==> config.mk <==
export PLATFORM = sky130hd
export DESIGN_NAME = instr_encoder_flat
export DESIGN_NICKNAME = d
export VERILOG_FILES = /design/src/rtl/rv_isa_pkg.sv /design/src/rtl/instr_encoder_if.sv /design/src/rtl/instr_imm_pack.sv /design/src/rtl/instr_encoder.sv /design/src/flat_wrapper.sv
export SDC_FILE = /design/constraint.sdc
export NUM_CORES = 1
export LEC_CHECK = 0
export ABC_AREA = 1
export CORE_MARGIN = 8
export CORE_UTILIZATION = 51
export CTS_CLUSTER_DIAMETER = 120
export DETAILED_ROUTE_END_ITERATION = 6
export PLACE_DENSITY = 0.76
export SLEW_MARGIN = 10
export SYNTH_ARGS = -nofsm -noshare
export SYNTH_HDL_FRONTEND = slang
export SYNTH_SLANG_ARGS = --single-unit
==> constraint.sdc <==
create_clock -name clk -period 1.7 [get_ports clk]
set_input_delay 0.425 -clock clk [delete_from_list [all_inputs] [get_ports clk]]
set_output_delay 0.425 -clock clk [all_outputs]
set_load 0.01 [all_outputs]
==> src/rtl/rv_isa_pkg.sv <==
// RV32I encoding constants shared by the encoder and the decoder: instr_type codes,
// opcode/funct fields, instruction-format enum, type resolution and immediate-range helpers.
package rv_isa_pkg;

  localparam int WIDTH            = 32;
  localparam int REG_WIDTH        = 5;
  localparam int INSTR_TYPE_WIDTH = 8;

  localparam logic [7:0] T_LUI   = 8'd6;
  localparam logic [7:0] T_AUIPC = 8'd7;
  localparam logic [7:0] T_JAL   = 8'd8;
  localparam logic [7:0] T_JALR  = 8'd9;
  localparam logic [7:0] T_BEQ   = 8'd10;
  localparam logic [7:0] T_BNE   = 8'd11;
  localparam logic [7:0] T_BLT   = 8'd12;
  localparam logic [7:0] T_BGE   = 8'd13;
  localparam logic [7:0] T_BLTU  = 8'd14;
  localparam logic [7:0] T_BGEU  = 8'd15;
  localparam logic [7:0] T_ADDI  = 8'd16;
  localparam logic [7:0] T_SLTI  = 8'd17;
  localparam logic [7:0] T_SLTIU = 8'd18;
  localparam logic [7:0] T_XORI  = 8'd19;
  localparam logic [7:0] T_ORI   = 8'd20;
  localparam logic [7:0] T_ANDI  = 8'd21;
  localparam logic [7:0] T_SLLI  = 8'd22;
  localparam logic [7:0] T_SRLI  = 8'd23;
  localparam logic [7:0] T_SRAI  = 8'd24;
  localparam logic [7:0] T_ADD   = 8'd25;
  localparam logic [7:0] T_SUB   = 8'd26;
  localparam logic [7:0] T_SLL   = 8'd27;
  localparam logic [7:0] T_SLT   = 8'd28;
  localparam logic [7:0] T_SLTU  = 8'd29;
  localparam logic [7:0] T_XOR   = 8'd30;
  localparam logic [7:0] T_SRL   = 8'd31;
  localparam logic [7:0] T_SRA   = 8'd32;
  localparam logic [7:0] T_OR    = 8'd33;
  localparam logic [7:0] T_AND   = 8'd34;
  localparam logic [7:0] T_LOAD  = 8'd35;

  localparam logic [6:0] OP_LUI    = 7'b0110111;
  localparam logic [6:0] OP_AUIPC  = 7'b0010111;
  localparam logic [6:0] OP_JAL    = 7'b1101111;
  localparam logic [6:0] OP_JALR   = 7'b1100111;
  localparam logic [6:0] OP_BRANCH = 7'b1100011;
  localparam logic [6:0] OP_LOAD   = 7'b0000011;
  localparam logic [6:0] OP_STORE  = 7'b0100011;
  localparam logic [6:0] OP_IMM    = 7'b0010011;
  localparam logic [6:0] OP_REG    = 7'b0110011;

  localparam logic [2:0] F3_BEQ  = 3'b000;
  localparam logic [2:0] F3_BNE  = 3'b001;
  localparam logic [2:0] F3_BLT  = 3'b100;
  localparam logic [2:0] F3_BGE  = 3'b101;
  localparam logic [2:0] F3_BLTU = 3'b110;
  localparam logic [2:0] F3_BGEU = 3'b111;
  localparam logic [2:0] F3_ADD  = 3'b000;
  localparam logic [2:0] F3_SLL  = 3'b001;
  localparam logic [2:0] F3_SLT  = 3'b010;
  localparam logic [2:0] F3_SLTU = 3'b011;
  localparam logic [2:0] F3_XOR  = 3'b100;
  localparam logic [2:0] F3_SR   = 3'b101;
  localparam logic [2:0] F3_OR   = 3'b110;
  localparam logic [2:0] F3_AND  = 3'b111;
  localparam logic [2:0] F3_LW   = 3'b010;
  localparam logic [2:0] F3_JALR = 3'b000;

  localparam logic [6:0]  F7_ZERO  = 7'b0000000;
  localparam logic [6:0]  F7_ALT   = 7'b0100000;
  localparam logic [31:0] NOP_WORD = 32'h0000_0013;

  typedef enum logic [2:0] {FMT_R, FMT_I, FMT_S, FMT_B, FMT_U, FMT_J} fmt_e;

  typedef struct packed {
    fmt_e       fmt;
    logic       shift;
    logic [6:0] opcode;
    logic [2:0] f3;
    logic [6:0] f7;
    logic       known;
  } dec_t;

  function automatic dec_t resolve(input logic [7:0] t);
    dec_t d;
    d.fmt    = FMT_I;
    d.shift  = 1'b0;
    d.opcode = OP_IMM;
    d.f3     = 3'b000;
    d.f7     = F7_ZERO;
    d.known  = 1'b1;
    case (t)
      T_LUI:   begin d.fmt = FMT_U; d.opcode = OP_LUI;   end
      T_AUIPC: begin d.fmt = FMT_U; d.opcode = OP_AUIPC; end
      T_JAL:   begin d.fmt = FMT_J; d.opcode = OP_JAL;   end
      T_JALR:  begin d.opcode = OP_JALR; d.f3 = F3_JALR; end
      T_BEQ:   begin d.fmt = FMT_B; d.opcode = OP_BRANCH; d.f3 = F3_BEQ;  end
      T_BNE:   begin d.fmt = FMT_B; d.opcode = OP_BRANCH; d.f3 = F3_BNE;  end
      T_BLT:   begin d.fmt = FMT_B; d.opcode = OP_BRANCH; d.f3 = F3_BLT;  end
      T_BGE:   begin d.fmt = FMT_B; d.opcode = OP_BRANCH; d.f3 = F3_BGE;  end
      T_BLTU:  begin d.fmt = FMT_B; d.opcode = OP_BRANCH; d.f3 = F3_BLTU; end
      T_BGEU:  begin d.fmt = FMT_B; d.opcode = OP_BRANCH; d.f3 = F3_BGEU; end
      T_ADDI:  d.f3 = F3_ADD;
      T_SLTI:  d.f3 = F3_SLT;
      T_SLTIU: d.f3 = F3_SLTU;
      T_XORI:  d.f3 = F3_XOR;
      T_ORI:   d.f3 = F3_OR;
      T_ANDI:  d.f3 = F3_AND;
      T_SLLI:  begin d.shift = 1'b1; d.f3 = F3_SLL; end
      T_SRLI:  begin d.shift = 1'b1; d.f3 = F3_SR;  end
      T_SRAI:  begin d.shift = 1'b1; d.f3 = F3_SR; d.f7 = F7_ALT; end
      T_ADD:   begin d.fmt = FMT_R; d.opcode = OP_REG; d.f3 = F3_ADD;  end
      T_SUB:   begin d.fmt = FMT_R; d.opcode = OP_REG; d.f3 = F3_ADD; d.f7 = F7_ALT; end
      T_SLL:   begin d.fmt = FMT_R; d.opcode = OP_REG; d.f3 = F3_SLL;  end
      T_SLT:   begin d.fmt = FMT_R; d.opcode = OP_REG; d.f3 = F3_SLT;  end
      T_SLTU:  begin d.fmt = FMT_R; d.opcode = OP_REG; d.f3 = F3_SLTU; end
      T_XOR:   begin d.fmt = FMT_R; d.opcode = OP_REG; d.f3 = F3_XOR;  end
      T_SRL:   begin d.fmt = FMT_R; d.opcode = OP_REG; d.f3 = F3_SR;   end
      T_SRA:   begin d.fmt = FMT_R; d.opcode = OP_REG; d.f3 = F3_SR; d.f7 = F7_ALT; end
      T_OR:    begin d.fmt = FMT_R; d.opcode = OP_REG; d.f3 = F3_OR;   end
      T_AND:   begin d.fmt = FMT_R; d.opcode = OP_REG; d.f3 = F3_AND;  end
      T_LOAD:  begin d.opcode = OP_LOAD; d.f3 = F3_LW; end
      default: d.known = 1'b0;
    endcase
    return d;
  endfunction

  // True when imm survives the format's field truncation unchanged.
  function automatic logic imm_fits(input fmt_e fmt, input logic shift, input logic [31:0] imm);
    logic ok;
    ok = 1'b1;
    case (fmt)
      FMT_I:   ok = shift ? (imm[31:5] == 27'd0) : (imm[31:11] == {21{imm[11]}});
      FMT_S:   ok = (imm[31:11] == {21{imm[11]}});
      FMT_B:   ok = (imm[31:12] == {20{imm[12]}}) && !imm[0];
      FMT_J:   ok = (imm[31:20] == {12{imm[20]}}) && !imm[0];
      FMT_U:   ok = (imm[11:0] == 12'd0);
      default: ok = 1'b1;
    endcase
    return ok;
  endfunction

endpackage

==> src/rtl/instr_encoder_if.sv <==
// Request/response bus of instr_encoder. Both sides use valid/ready: a transfer happens on the
// rising clk edge where valid && ready; once valid is raised, it and its payload hold until that edge.
interface instr_encoder_if;
  import rv_isa_pkg::*;

  logic                        in_valid;
  logic                        in_ready;
  logic [INSTR_TYPE_WIDTH-1:0] in_type;
  logic [REG_WIDTH-1:0]        in_rd;
  logic [REG_WIDTH-1:0]        in_rs1;
  logic [REG_WIDTH-1:0]        in_rs2;
  logic [WIDTH-1:0]            in_imm;
  logic                        out_valid;
  logic                        out_ready;
  logic [WIDTH-1:0]            out_inst;
  logic                        out_err;
  logic [7:0]                  err_count;

  modport slave (
    input  in_valid, in_type, in_rd, in_rs1, in_rs2, in_imm, out_ready,
    output in_ready, out_valid, out_inst, out_err, err_count
  );

  modport master (
    output in_valid, in_type, in_rd, in_rs1, in_rs2, in_imm, out_ready,
    input  in_ready, out_valid, out_inst, out_err, err_count
  );
endinterface

==> src/rtl/instr_imm_pack.sv <==
// Places immediate bits into their RV32I bit positions for a given format; all other bits are zero.
module instr_imm_pack
  import rv_isa_pkg::*;
(
  input  fmt_e        fmt,
  input  logic        shift,
  input  logic [31:0] imm,
  output logic [31:0] field
);

  always_comb begin
    field = '0;
    case (fmt)
      FMT_I:   field = shift ? {7'b0, imm[4:0], 20'b0} : {imm[11:0], 20'b0};
      FMT_S:   field = {imm[11:5], 13'b0, imm[4:0], 7'b0};
      FMT_B:   field = {imm[12], imm[10:5], 13'b0, imm[4:1], imm[11], 7'b0};
      FMT_U:   field = {imm[31:12], 12'b0};
      FMT_J:   field = {imm[20], imm[10:1], imm[11], imm[19:12], 12'b0};
      default: field = '0;
    endcase
  end

endmodule

==> src/rtl/instr_encoder.sv <==
// Two-stage RV32I instruction encoder: S1 resolves format/opcode/funct, S2 packs and holds the word.
// Define ENC_RANGE_CHECK_EN to also flag immediates that do not fit their format.
module instr_encoder
  import rv_isa_pkg::*;
(
  input  logic           clk,
  input  logic           reset,
  instr_encoder_if.slave bus
);

  dec_t        in_dec;
  logic        in_err;
  logic        s1_valid;
  dec_t        s1_dec;
  logic [4:0]  s1_rd;
  logic [4:0]  s1_rs1;
  logic [4:0]  s1_rs2;
  logic [31:0] s1_imm;
  logic        s1_err;
  logic        s1_adv;
  logic        s2_adv;
  logic [31:0] imm_field;
  logic [31:0] word;

  assign s2_adv       = !bus.out_valid || bus.out_ready;
  assign s1_adv       = !s1_valid || s2_adv;
  assign bus.in_ready = s1_adv;

  assign in_dec = resolve(bus.in_type);

`ifdef ENC_RANGE_CHECK_EN
  assign in_err = !in_dec.known || !imm_fits(in_dec.fmt, in_dec.shift, bus.in_imm);
`else
  assign in_err = !in_dec.known;
`endif

  always_ff @(posedge clk or negedge reset) begin
    if (!reset) begin
      s1_valid <= 1'b0;
      s1_dec   <= '0;
      s1_rd    <= '0;
      s1_rs1   <= '0;
      s1_rs2   <= '0;
      s1_imm   <= '0;
      s1_err   <= 1'b0;
    end else if (s1_adv) begin
      s1_valid <= bus.in_valid;
      if (bus.in_valid) begin
        s1_dec <= in_dec;
        s1_rd  <= bus.in_rd;
        s1_rs1 <= bus.in_rs1;
        s1_rs2 <= bus.in_rs2;
        s1_imm <= bus.in_imm;
        s1_err <= in_err;
      end
    end
  end

  instr_imm_pack u_imm_pack (
    .fmt   (s1_dec.fmt),
    .shift (s1_dec.shift),
    .imm   (s1_imm),
    .field (imm_field)
  );

  // Register fields a format does not carry stay zero so decode(encode(x)) sees clean words.
  always_comb begin
    word = imm_field | {25'b0, s1_dec.opcode};
    if (s1_dec.fmt == FMT_R || s1_dec.shift)
      word = word | {s1_dec.f7, 25'b0};
    if (s1_dec.fmt inside {FMT_R, FMT_S, FMT_B})
      word = word | {7'b0, s1_rs2, 20'b0};
    if (s1_dec.fmt inside {FMT_R, FMT_I, FMT_S, FMT_B})
      word = word | {12'b0, s1_rs1, 3'b0, 12'b0} | {17'b0, s1_dec.f3, 12'b0};
    if (s1_dec.fmt inside {FMT_R, FMT_I, FMT_U, FMT_J})
      word = word | {20'b0, s1_rd, 7'b0};
    if (!s1_dec.known)
      word = NOP_WORD;
  end

  always_ff @(posedge clk or negedge reset) begin
    if (!reset) begin
      bus.out_valid <= 1'b0;
      bus.out_inst  <= '0;
      bus.out_err   <= 1'b0;
    end else if (s2_adv) begin
      bus.out_valid <= s1_valid;
      if (s1_valid) begin
        bus.out_inst <= word;
        bus.out_err  <= s1_err;
      end
    end
  end

  always_ff @(posedge clk or negedge reset) begin
    if (!reset)
      bus.err_count <= '0;
    else if (bus.out_valid && bus.out_ready && bus.out_err && bus.err_count != 8'hFF)
      bus.err_count <= bus.err_count + 8'd1;
  end

endmodule

==> src/flat_wrapper.sv <==
// flat-port wrapper written by rule: the top's interface ports become plain ports
module instr_encoder_flat import rv_isa_pkg::*;
  (clk, reset, bus_in_valid, bus_in_type, bus_in_rd, bus_in_rs1, bus_in_rs2, bus_in_imm, bus_out_ready, bus_in_ready, bus_out_valid, bus_out_inst, bus_out_err, bus_err_count);
  instr_encoder_if bus_i ();
  input  logic clk;
  input  logic reset;
  input wire logic [$bits(bus_i.in_valid)-1:0] bus_in_valid;
  input wire logic [$bits(bus_i.in_type)-1:0] bus_in_type;
  input wire logic [$bits(bus_i.in_rd)-1:0] bus_in_rd;
  input wire logic [$bits(bus_i.in_rs1)-1:0] bus_in_rs1;
  input wire logic [$bits(bus_i.in_rs2)-1:0] bus_in_rs2;
  input wire logic [$bits(bus_i.in_imm)-1:0] bus_in_imm;
  input wire logic [$bits(bus_i.out_ready)-1:0] bus_out_ready;
  output wire logic [$bits(bus_i.in_ready)-1:0] bus_in_ready;
  output wire logic [$bits(bus_i.out_valid)-1:0] bus_out_valid;
  output wire logic [$bits(bus_i.out_inst)-1:0] bus_out_inst;
  output wire logic [$bits(bus_i.out_err)-1:0] bus_out_err;
  output wire logic [$bits(bus_i.err_count)-1:0] bus_err_count;
  assign bus_i.in_valid = bus_in_valid;
  assign bus_i.in_type = bus_in_type;
  assign bus_i.in_rd = bus_in_rd;
  assign bus_i.in_rs1 = bus_in_rs1;
  assign bus_i.in_rs2 = bus_in_rs2;
  assign bus_i.in_imm = bus_in_imm;
  assign bus_i.out_ready = bus_out_ready;
  assign bus_in_ready = bus_i.in_ready;
  assign bus_out_valid = bus_i.out_valid;
  assign bus_out_inst = bus_i.out_inst;
  assign bus_out_err = bus_i.out_err;
  assign bus_err_count = bus_i.err_count;
  instr_encoder u_core (.clk(clk), .reset(reset), .bus(bus_i));
endmodule
==> results of run 1 <==
-- sequential cells by signal, summed over array words and instances, names as in the netlist --
register              flops
u_core.s1_dec            15
u_core.bus.out_err        1
u_core.s1_rs1             5
u_core.bus.err_count      8
u_core.s1_imm            32
u_core.s1_err             1
u_core.s1_valid           1
u_core.s1_rs2             5
u_core.bus.out_inst      31
u_core.s1_rd              5
u_core.bus.out_valid      1
-- cells by family after synthesis --
group | after synthesis | synth area share
and+or+nand+nor | 353 | 0.292
DFF | 105 | 0.537
AOI/OAI and AO/OA | 76 | 0.0949
buffers and inverters | 67 | 0.0563
xor gates and xnor gates | 7 | 0.0125
muxes | 2 | 0.00460
adders and majority gates | 1 | 0.00256
-- worst max-delay path, cell delays in order --
cell and delay, ns:
clkdlybuf4s50_1 0.44, inv_1 0.08, nand2_2 0.06, buf_4 0.14, nor2_4 0.20, nand2_1 0.14, nand3_1 0.19, nor2_2 0.07
nand3_1 0.11, o21ai_2 0.06
-- how the worst max path moves through the flow --
stage,cells after the start,end
2_1_floorplan,6,u_core.bus.err_count[1]
4_1_cts,8,u_core.s1_err
6_report,10,u_core.s1_dec[19]
5_1_grt,12,u_core.s1_dec[8]
3_5_place_dp,8,u_core.s1_err
3_3_place_gp,8,u_core.s1_err
-- power breakdown --
| group | total (mW) | internal, mW | switching (mW) |
|---|---|---|---|
| registers | 2.99 | 2.80 | 0.189 |
| logic | 1.33 | 0.592 | 0.737 |
| clock network | 1.85 | 0.989 | 0.858 |
-- routing by layer --
metal | vias to the layer above | global-route usage | wire (µm) | share of wire
li1 | 2247 | - | - | -
met1 | 2177 | 0.268 | 5820 | 0.43
met2 | 161 | 0.350 | 6420 | 0.48
met3 | 22 | 0.0560 | 990 | 0.074
met4 | 0 | 0.0692 | 218 | 0.016
met5 | - | 0 | 0 | 0
-- synth_stat cells (2+ instances only) --
master,number
nand2_1,246
dfrtp_1,105
nor2_1,54
inv_1,41
o21ai_0,40
nand3_1,30
a22oi_1,12
buf_2,10
clkbuf_1,8
nand2_2,7
inv_2,6
nand4_1,6
o311ai_0,6
a21oi_1,5
xor2_1,4
nor2_2,3
xnor2_1,3
a22o_1,2
mux2_2,2
nor2_4,2
nor3_1,2
o21ai_1,2
o22ai_1,2
-- cell type report --
class	instances	area, µm²
Clock buffer	10	128
Multi-Input combinational cell	439	2010
Clock inverter	6	115
Timing Repair Buffer	152	1390
Sequential cell	105	2630
Inverter	47	176
Fill cell	781	2680
Tap cell	129	161
-- cell usage in the layout, fill, tap and decap left out, types with 6 or more instances in the layout --
master           instances
clkbuf_8                 9
clkdlybuf4s50_1         52
a22oi_1                 12
nand2_1                246
dfrtp_1                104
inv_2                    6
buf_4                   48
dlygate4sd2_1           42
inv_1                   41
nor2_1                  49
nand3_1                 29
nand4_1                  6
nor2_2                   8
nand2_2                  7
o21ai_0                 40
-- timing repair --
action                     CTS  global route
pin swaps                    0             1
setup buffers                3             1
gates cloned                 0             0
setup endpoints to repair   43            11
gates resized for setup     45            15
hold endpoints to repair     7             0
hold buffers                 1             0
-- metrics by stage --
stage	cell area (µm²)	std cells
6_report	6610	888
5_1_grt	6610	888
4_1_cts	6570	887
3_5_place_dp	6350	867
3_3_place_gp	6350	867
2_1_floorplan	4890	611
==> impl_metrics.csv, run 1 <==
group,metric,value,unit
synthesis,netlist_area,4890,µm²
pwr,power.density,934,nW/µm²
drt,via_count,4607,
grt,grt_pass1_wl,22200,µm
pwr,peakVddDrop,0.000647,V
finish,diodes,0,
drt,drtPass1Iterations,5,
synthesis,syn-instance-count,611,
critical_path,crit_path_end_kind,"flip-flop",
finish,fin_util,0.711,
sta,maxSlewHeadroom,0.646,
grt,grt_pass1_vias,4604,
drt,wl,13400,µm
critical_path,crit_arrival,1.90,ns
critical_path,r2r_cells,7,
cts,cts.clk_slew.worst_paths,0.10,ns
sta,fmax,0.608,GHz
critical_path,path_max_fanout,8,
sta,finalCriticalPeriod,1.64,ns
grt,grt_max_degree,99,
cts,cts_sinks,105,
critical_path,r2r_start,"u_core.s1_dec[20]",
sta,clock_skew,0.0134,ns
floorplan,ios,102,
critical_path,crit_path_start,"bus_in_type[6]",
finish,drive_gt1_frac,0.126,
synthesis,yosysUniqueCellTypes,36,
placed_design,io_buffers,101,
critical_path,crit_type,"in2reg",
floorplan,start_util,0.527,
placed_design,pre_cts_ws,-0.383,ns
outcome,status,"finished, final reports clean",
drt,drc,0,
run,drv_cap,0,
finish,nets,814,
sta,worst_pin_slew,0.531,ns
floorplan,fp.dieArea,13000,µm²
critical_path,worstPathRequired,1.96,ns
floorplan,die_w,114,µm
synthesis,async_reset_ff_frac,1.00,
pwr,finalPower,6.17,mW
synthesis,synth-warning-count,0,
grt,antenna_found_initial,0,
grt,gr-usage-all-layers,0.213,
synthesis,synth_top_area_frac,0.537,
synthesis,avgSynthCellArea,8.01,µm²
cts,cts.htree.levels,3,
cts,cts_max_path_buffers,2,
drt,drt-initial-drc-count,306,
placed_design,dp_hpwl,9930,µm
sta,hold_violations,0,
cts,insertion_delay,0.37,ns
sta,finalSetupViolCount,0,
critical_path,worst_r2r_endpoint,"u_core.bus.out_inst[27]",
cts,cts-buffers-inserted,9,
finish,syn_to_final_growth,35.0,%
synthesis,synth_largest_area_cell,"dfrtp_1",
sta,fin_setup_tns,0,ns
synthesis,synth_enable_flop_cells,0,
sta,rsz0062_at_grt,"yes",
synthesis,syn_nets,671,
cts,cts_tree,"built",
floorplan,row_count,35,
floorplan,core_area,9280,µm²
min_path,hp-class,"in2async",
placed_design,gp_congestion,0.888,
cts,cts_root_buf,"clkbuf_8",
floorplan,die_y,114,µm
sta,maxSlewViolCount,0,
pwr,leakagePower,3.49,nW
synthesis,yosys_register_bits,105,
critical_path,r2r_slack,0.19,ns
synthesis,synthFlopType,"dfrtp_1",
sta,final.period_utilization,0.967,
drt,viasPerCell,5.19,
grt,grt_overflow,0,
synthesis,synth_seq_area_share,0.537,
drt,wl_per_cell,15.1,µm
critical_path,start_kind,"input port",
sta,setup_slack,0.0562,ns
drt,ant_nets,0,
synthesis,synth_area_leaders,"dfrtp_1, nand2_1, nor2_1",
sta,whs,0.401,ns
Power figures use the tool's default switching activity.
==> inputs of run 2 (changes only) <==
--- a/config.mk
+++ b/config.mk
@@ -8,2 +8,3 @@
 export ABC_AREA = 1
+export ABC_CLOCK_PERIOD_IN_PS = 1700
 export CORE_MARGIN = 8
@@ -12,2 +13,3 @@
 export DETAILED_ROUTE_END_ITERATION = 6
+export MAX_ROUTING_LAYER = met4
 export PLACE_DENSITY = 0.76
==> constraint.sdc (replaced) <==
create_clock -name clk -period 1.7 [get_ports clk]
set_input_delay 0.51 -clock clk [delete_from_list [all_inputs] [get_ports clk]]
set_output_delay 0.51 -clock clk [all_outputs]
set_load 0.01 [all_outputs]
==> impl_metrics.csv, run 2 (synthesis gave the netlist of run 1 again) <==
group,metric,value,unit
drt,drtPass1Iterations,5,
drt,wl_per_cell,15.3,µm
cts,cts-buffers-inserted,9,
floorplan,fp.dieArea,13000,µm²
pwr,leakagePower,3.54,nW
finish,nFillCells,765,
finish,layout_common_cells,"nand2_1, dfrtp_1, buf_4, nor2_1, clkdlybuf4s50_1",
sta,finalCriticalPeriod,1.62,ns
sta,worst_pin_slew,0.346,ns
grt,gr-usage-all-layers,0.219,
floorplan,die_w,114,µm
pwr,peakVddDrop,0.000520,V
finish,syn_to_final_growth,36.9,%
sta,hold_violations,0,
grt,grt_overflow,0,
critical_path,crit_family,"flip-flops",
floorplan,core_area,9280,µm²
placed_design,gp_congestion,0.888,
critical_path,slowest_delay,0.43,ns
floorplan,ios,102,
drt,viasPerCell,5.14,
grt,grt_max_degree,56,
drt,wl,13700,µm
critical_path,crit_path_end_kind,"primary output",
critical_path,r2r_cells,6,
placed_design,dp_hpwl,10400,µm
critical_path,crit_buf_inv,1,
finish,largest_register_ffs,32,
finish,top_regs,"u_core.s1_imm: 32 flops, u_core.bus.out_inst: 31 flops, u_core.s1_dec: 15 flops",
grt,grt_pass1_vias,4711,
sta,clock_skew,0.0208,ns
finish,layout_commonest_cell,"nand2_1",
sta,final.period_utilization,0.951,
pwr,power.density,883,nW/µm²
critical_path,path_max_fanout,4,
finish,nets,822,
cts,cts_max_path_buffers,2,
cts,cts_tree,"built",
finish,diodes,0,
finish,fin_util,0.722,
sta,maxSlewHeadroom,0.769,
critical_path,worstPathRequired,1.19,ns
run,drv_cap,0,
critical_path,worst_path_max_delay_cell,"dfrtp_1",
finish,final_area,6700,µm²
drt,via_count,4606,
grt,antenna_found_initial,0,
floorplan,start_util,0.527,
cts,cts_sinks,105,
outcome,status,"finished, final reports clean",
sta,finalSetupViolCount,0,
drt,drt-initial-drc-count,267,
critical_path,crit_chain,"dlygate4sd2_1",
grt,grt_pass1_wl,22400,µm
sta,rsz0062_at_grt,"no",
sta,fmax,0.618,GHz
finish,register_area,2630,µm²
cts,cts.htree.levels,3,
floorplan,die_y,114,µm
drt,ant_nets,0,
finish,regMostFlops,"u_core.s1_imm",
placed_design,place_area,6400,µm²
drt,drc,0,
critical_path,crit_cells,1,
min_path,hp-class,"in2async",
cts,cts.clk_slew.worst_paths,0.11,ns
finish,drive_gt1_frac,0.146,
cts,insertion_delay,0.38,ns
critical_path,crit_type,"reg2out",
critical_path,start_kind,"flip-flop",
critical_path,crit_arrival,1.11,ns
placed_design,io_buffers,101,
cts,cts_root_buf,"clkbuf_8",
floorplan,row_count,35,
sta,maxSlewViolCount,0,
finish,multi_input_area,2040,µm²
-- run 2: changes by cell type in the layout (fill, tap and decap cells not counted), moves of 3 or more --
cell / previous run / this run
buf_12: 3 / 6
buf_4: 48 / 52
bufinv_16: 3 / 0
clkdlybuf4s50_1: 52 / 48
dlygate4sd2_1: 42 / 47
nand2_1: 246 / 243
nand3_1: 29 / 26
nand3_2: 1 / 4
-- run 2: cell type report --
cell class / count / area share
clock buffers: 9 / 0.0185
multi-input cells: 439 / 0.304
well taps: 129 / 0.0241
inverters: 47 / 0.0263
flip-flops and latches: 105 / 0.392
clock inverters: 7 / 0.0125
repair buffers: 160 / 0.222
-- run 2: final timing paths --
check	slack [ns]	start	to
setup / recovery	0.08	u_core.bus.err_count[7]	bus_err_count[7]
hold / removal	0.48	reset	u_core.bus.err_count[5]
setup reg to reg	0.11	u_core.bus.err_count[0]	u_core.bus.err_count[1]
hold reg to reg	0.48	u_core.s1_dec[12]	u_core.s1_dec[12]
max in group asynchronous	0.72	reset	u_core.s1_imm[29]
min in group clk	0.48	u_core.s1_dec[12]	u_core.s1_dec[12]
-- run 2: metrics by stage --
stage	cells	worst slack, ns	power (mW)	hold WS, ns	setup TNS (ns)
2_1_floorplan	611	0.269	3.66	0.214	0
3_3_place_gp	869	-0.443	4.38	0.332	-22.60
3_5_place_dp	869	-0.449	4.43	0.334	-24.48
4_1_cts	894	0.0102	5.95	0.479	0
5_1_grt	896	0.0163	6.22	0.483	0
6_report	896	0.0830	5.92	0.477	0
-- run 2: per-layer routing --
metal  wire (µm)  part of all wire  global-route usage  vias to the layer above
li1            -                 -                   -                     2250
met1        6000              0.44               0.276                     2200
met2        6690              0.49               0.357                      146
met3         936             0.068              0.0470                       10
met4         109            0.0079              0.0444                        0
met5           0                 0                   -                        -
-- run 2: timing repair --
action,CTS,global route
hold buffers,1,0
setup buffers,8,2
endpoints found under the hold margin,4,0
setup endpoints to repair,48,10
resized for setup,59,15
pin swaps,4,2
-- run 2: where the power goes --
part           internal [mW]  switching, mW  leakage [nW]
Sequential              2.80          0.194          1.34
Clock                  0.589          0.959        0.0963
Combinational          0.621          0.753          2.10
